$ cat src/rtl/spram_arb.sv
// spram_arb: arbitrates one single-port RAM between a queued pixel-write
// stream and a display read stream. Reads win until a pending write has
// waited STARVE_MAX read grants, then one write is forced through.
// Optional build macro SPRAM_ARB_STATS_EN adds a 16-bit write-stall counter
// output (o_stall_cnt).
module spram_arb #(
  parameter int unsigned AW         = 16,
  parameter int unsigned DW         = 12,
  parameter int unsigned WQ_DEPTH   = 4,
  parameter int unsigned STARVE_MAX = 8
) (
  input  logic                        i_clk_sys,
  input  logic                        i_rst_n,
  input  logic                        i_flush,
  input  logic                        i_wr_valid,
  output logic                        o_wr_ready,
  input  logic [AW-1:0]               i_wr_addr,
  input  logic [DW-1:0]               i_wr_data,
  input  logic                        i_rd_req,
  input  logic [AW-1:0]               i_rd_addr,
  output logic                        o_rd_gnt,
  output logic                        o_rd_valid,
  output logic [DW-1:0]               o_rd_data,
  output logic                        o_ram_ce,
  output logic                        o_ram_wre,
  output logic [AW-1:0]               o_ram_ad,
  output logic [DW-1:0]               o_ram_din,
  input  logic [DW-1:0]               i_ram_dout,
  output logic [$clog2(WQ_DEPTH):0]   o_wq_level
`ifdef SPRAM_ARB_STATS_EN
  ,
  output logic [15:0]                 o_stall_cnt
`endif
);

  localparam int unsigned PW = $clog2(WQ_DEPTH);
  localparam int unsigned LW = PW + 1;
  localparam int unsigned SW = $clog2(STARVE_MAX + 1);
  localparam logic [LW-1:0] WQ_FULL    = LW'(WQ_DEPTH);
  localparam logic [SW-1:0] STARVE_LIM = SW'(STARVE_MAX);

  typedef enum logic [1:0] {
    ACC_IDLE,
    ACC_READ,
    ACC_WRITE
  } acc_e;

  acc_e          acc;
  logic [LW-1:0] wr_ptr_q, wr_ptr_d;
  logic [LW-1:0] rd_ptr_q, rd_ptr_d;
  logic [LW-1:0] level;
  logic [SW-1:0] starve_q, starve_d;
  logic          rd_valid_q, rd_valid_d;
  logic [AW-1:0] wq_addr_q [WQ_DEPTH];
  logic [AW-1:0] wq_addr_d [WQ_DEPTH];
  logic [DW-1:0] wq_data_q [WQ_DEPTH];
  logic [DW-1:0] wq_data_d [WQ_DEPTH];
  logic          empty;
  logic          push;

  // Queue occupancy and write-side handshake (pointers carry one wrap bit).
  always_comb begin
    level      = wr_ptr_q - rd_ptr_q;
    empty      = (level == '0);
    o_wr_ready = (level < WQ_FULL) && !i_flush;
    push       = i_wr_valid && o_wr_ready;
  end

  // Access arbitration from registered queue state; drives the RAM port.
  always_comb begin
    acc = ACC_IDLE;
    if (i_rd_req && (empty || (starve_q < STARVE_LIM))) begin
      acc = ACC_READ;
    end else if (!empty && !i_flush) begin
      // Reaching here with a read pending implies starve_q == STARVE_LIM.
      acc = ACC_WRITE;
    end
    o_rd_gnt  = (acc == ACC_READ);
    o_ram_ce  = (acc != ACC_IDLE);
    o_ram_wre = (acc == ACC_WRITE);
    o_ram_ad  = (acc == ACC_WRITE) ? wq_addr_q[rd_ptr_q[PW-1:0]] : i_rd_addr;
    o_ram_din = wq_data_q[rd_ptr_q[PW-1:0]];
  end

  // Next-state for queue pointers, storage and the starvation counter.
  always_comb begin
    wr_ptr_d   = wr_ptr_q;
    rd_ptr_d   = rd_ptr_q;
    starve_d   = starve_q;
    wq_addr_d  = wq_addr_q;
    wq_data_d  = wq_data_q;
    rd_valid_d = o_rd_gnt;
    if (i_flush) begin
      wr_ptr_d = '0;
      rd_ptr_d = '0;
      starve_d = '0;
    end else begin
      if (push) begin
        wq_addr_d[wr_ptr_q[PW-1:0]] = i_wr_addr;
        wq_data_d[wr_ptr_q[PW-1:0]] = i_wr_data;
        wr_ptr_d = wr_ptr_q + 1'b1;
      end
      if (acc == ACC_WRITE) begin
        rd_ptr_d = rd_ptr_q + 1'b1;
      end
      if ((acc == ACC_WRITE) || empty) begin
        starve_d = '0;
      end else if ((acc == ACC_READ) && (starve_q < STARVE_LIM)) begin
        starve_d = starve_q + 1'b1;
      end
    end
  end

  // Control state with asynchronous clear.
  always_ff @(posedge i_clk_sys or negedge i_rst_n) begin
    if (!i_rst_n) begin
      wr_ptr_q   <= '0;
      rd_ptr_q   <= '0;
      starve_q   <= '0;
      rd_valid_q <= 1'b0;
    end else begin
      wr_ptr_q   <= wr_ptr_d;
      rd_ptr_q   <= rd_ptr_d;
      starve_q   <= starve_d;
      rd_valid_q <= rd_valid_d;
    end
  end

  // Queue payload storage; contents are only meaningful behind the pointers.
  always_ff @(posedge i_clk_sys) begin
    wq_addr_q <= wq_addr_d;
    wq_data_q <= wq_data_d;
  end

  assign o_rd_valid = rd_valid_q;
  assign o_rd_data  = i_ram_dout;
  assign o_wq_level = level;

`ifdef SPRAM_ARB_STATS_EN
  logic [15:0] stall_cnt_q, stall_cnt_d;

  // Saturating count of cycles a write was offered but refused.
  always_comb begin
    stall_cnt_d = stall_cnt_q;
    if (i_flush) begin
      stall_cnt_d = '0;
    end else if (i_wr_valid && !o_wr_ready && (stall_cnt_q != '1)) begin
      stall_cnt_d = stall_cnt_q + 1'b1;
    end
  end

  // Stall counter register.
  always_ff @(posedge i_clk_sys or negedge i_rst_n) begin
    if (!i_rst_n) begin
      stall_cnt_q <= '0;
    end else begin
      stall_cnt_q <= stall_cnt_d;
    end
  end

  assign o_stall_cnt = stall_cnt_q;
`endif

endmodule
$ cat config.mk
export PLATFORM = sky130hd
export DESIGN_NAME = spram_arb
export DESIGN_NICKNAME = d
export VERILOG_FILES = /design/src/rtl/spram_arb.sv
export SDC_FILE = /design/constraint.sdc
export NUM_CORES = 1
export LEC_CHECK = 0
export BUFFER_PORTS_ARGS = -buffer_cell sky130_fd_sc_hd__buf_2
export CORE_UTILIZATION = 45
export DETAILED_ROUTE_END_ITERATION = 7
export GPL_TIMING_DRIVEN = 0
export PLACE_DENSITY = 0.7
export SLEW_MARGIN = 25
export SYNTH_ARGS = -nofsm -noshare
export SYNTH_HDL_FRONTEND = slang
export SYNTH_SLANG_ARGS = --single-unit
$ cat constraint.sdc
create_clock -name i_clk_sys -period 3.75 [get_ports i_clk_sys]
set_input_delay 0.5625 -clock i_clk_sys [delete_from_list [all_inputs] [get_ports i_clk_sys]]
set_output_delay 0.5625 -clock i_clk_sys [all_outputs]
set_load 0.01 [all_outputs]
==> qor.yml <==
global_routing:
  grt_pass1_vias: 2727
  grt_pass1_wl_mm: 14.1
  antenna_found_initial: 1
  grt-ovfl-total: 0
  grt_max_degree: 23
  track_usage_pct: 17.4
drt:
  dr_total_vias: 2699
  via_per_inst: 5.14
  routed_wl_mm: 9.41
  first_iter_violations: 92
  wl_per_cell_um: 17.9
  final_antenna_net_count: 0
  firstDrtPassIters: 4
  drc: 0
timing:
  worstMarginPinSlew_ns: 0.892
  slew_violations: 0
  finalHoldViolCount: 0
  slew_headroom_pct: 40.6
  max_freq_ghz: 0.272
  setup_tns_ns: 0
  fin_crit_sh_pct: 98.1
  setup_violations: 0
  skew_ns: 0.00853
  final.min_clock_period_ns: 3.68
logic_synthesis:
  synthesis.area_mm2: 0.00502
  postSynthCellCount: 243
  synth_flop_cell: "edfxtp_1"
  ys_top_cells_by_area: "edfxtp_1 67%, mux4_2 13%, dfrtp_1 5.5%"
  netlist.area_leader.share_pct: 67.0
  synth_edf_count: 112
  ys_async_sr_fraction_pct: 8.94
  yosysTopAreaCell: "edfxtp_1"
  syn_nets: 312
  yosysWarnings: 0
  ys_types: 29
  ys_seq_elements: 123
  ys_seq_area_share_pct: 72.5
  syn_avg_cell_area_um2: 20.7
cts:
  cts_buffers: 17
  cts_root_buf: "clkbuf_8"
  cts_sinks: 123
  cts_buffer_depth: 2
  path_clk_slew_ns: 0.06
  htree_levels: 4
  clk_latency_ns: 0.51
  cts_tree: "done"
floorplan:
  die_w_um: 108
  die_area_mm2: 0.0116
  coreArea_mm2: 0.0108
  initial_core_util_pct: 46.3
  io_pins: 109
  die_h_um: 108
  num_rows: 38
final_layout:
  drive_gt1_share_pct: 54.3
  fillers: 823
  fin_util_pct: 58.6
  areaGrowthSynthToFinish_pct: 26.6
  antenna_cells: 0
  fin_area_mm2: 0.00635
  layout.nets: 441
placement:
  hpwl_mm: 6.02
  gp_routability_congestion: 0.687
  io_buffers: 96
  post_dp_cell_area_mm2: 0.00576
critical_path:
  crit_type: "reg2out"
  crit_fanout: 5
  critPathArrivalTime_ns: 3.12
  cp.required_ns: 3.19
  cp-end-kind: "primary output"
  crit_path_start_kind: "register"
power_and_ir_drop:
  irDropWorstVdd_v: 0.000324
  cellPowerDensity_mw_per_mm2: 665
  leakage_nw: 2.39
run_status:
  status: "finished, final reports clean"
min_path:
  min_path_type: "in2reg"
run:
  maxCapViolations: 0
[path summary, 6_finish.rpt]
kind	start	to	slack [ns]	cells after the start
worst min register to register	starve_q[0]	starve_q[0]	0.47	1
max in group asynchronous	i_rst_n	rd_ptr_q[1]	3.08	2
worst min-delay path	i_wr_data[9]	wq_data_q[21]	0.27	1
worst max register to register	wr_ptr_q[0]	wq_addr_q[47]	0.74	9
min in group asynchronous	i_rst_n	rd_ptr_q[2]	0.46	2
worst max-delay path	wr_ptr_q[0]	o_ram_ad[9]	0.07	9
[power by group]
| part | leakage, nW | internal (mW) | switching [mW] |
|---|---|---|---|
| Combinational | 0.984 | 0.573 | 0.580 |
| Sequential | 1.16 | 1.64 | 0.0442 |
| Clock | 0.244 | 0.805 | 0.579 |
[cell families (layout without fill, tap and decap cells)]
group                      count (synthesis)  after routing  share of synthesized area [%]
DFF                                      123            123                           72.5
adders and majority gates                  8              8                           2.14
muxes                                     50             50                           17.4
and+or+nand+nor                           27             27                           2.72
AOI/OAI and AO/OA                          7              7                           1.42
xor gates and xnor gates                   3              3                          0.823
buffers and inverters                     25            167                           2.97
[per-stage QoR]
stage	power (mW)	std cells	hold WS [ns]	setup slack, ns
after floorplan	2.43	243	0.267	0.760
after global placement	2.76	479	0.449	0.0287
after detailed placement	2.80	483	0.449	0.386
after CTS	4.21	518	0.245	0.0687
after global routing	4.42	525	0.240	-0.0305
final	4.22	525	0.265	0.0720
[critical path, stage by stage, from the launching register on]
cell and delay [ns]:
dfrtp_1 0.36, inv_1 0.10, ha_1 0.22, fa_1 0.42, xnor3_2 0.32, a311oi_4 0.31
buf_4 0.21, clkbuf_4 0.20, mux2_2 0.33, buf_2 0.14
[cells in the mapped netlist (2+ instances only)]
master	count
mux2_2	20
and2_1	5
buf_4	12
edfxtp_1	112
dfrtp_1	11
mux4_2	28
nor2_1	10
clkbuf_1	4
a31oi_1	2
mux2i_1	2
nand2b_1	3
xnor2_1	2
ha_1	7
inv_1	5
buf_2	2
nand2_1	3
nor2b_1	3
[flip-flops by register name, indices dropped and copies added (netlist names)]
name / cells
wq_addr_q: 64
wq_data_q: 48
starve_q: 4
rd_ptr_q: 3
wr_ptr_q: 3
o_rd_valid: 1
[metal layers]
| metal | share of wire, % | vias up | GRT usage [%] |
|---|---|---|---|
| met1 | 41 | 1362 | 21.0 |
| met4 | 1.1 | 0 | 7.05 |
| li1 | - | 1229 | - |
| met5 | 0 | - | 0 |
| met3 | 6.4 | 13 | 5.93 |
| met2 | 51 | 95 | 28.6 |
[final cells by class]
class                      instances  area, um^2  share of cell area [%]
buffer                            20         130                    2.05
multi-input combinational         95        1240                    19.5
sequential                       123        3640                    57.3
clock inverter                    15         101                    1.60
tap                              140         175                    2.76
timing repair buffer             110         638                    10.0
inverter                           5        18.8                   0.295
clock buffer                      17         414                    6.52
[what timing repair did]
item                                   in CTS  in global routing
setup endpoints to repair                   9                  6
hold buffers                                1                  0
setup buffers                               2                  6
endpoints found under the hold margin      11                  0
pin swaps                                   1                  1
gates cloned                                0                  1
resized for setup                           0                  1
[cell usage in the layout, fill, tap and decap left out, drive strengths merged, types with 2 or more instances in the layout]
master and instances:
mux4 28, dfrtp 11, inv 7, clkinv 8, nor2b 3, buf 124
clkbuf 22, xnor2 2, mux2 20, a31oi 2, nand2 3, mux2i 2
clkinvlp 5, ha 7, nor2 10, edfxtp 112, and2 5, nand2b 3
(Power assumes the default switching activity.)
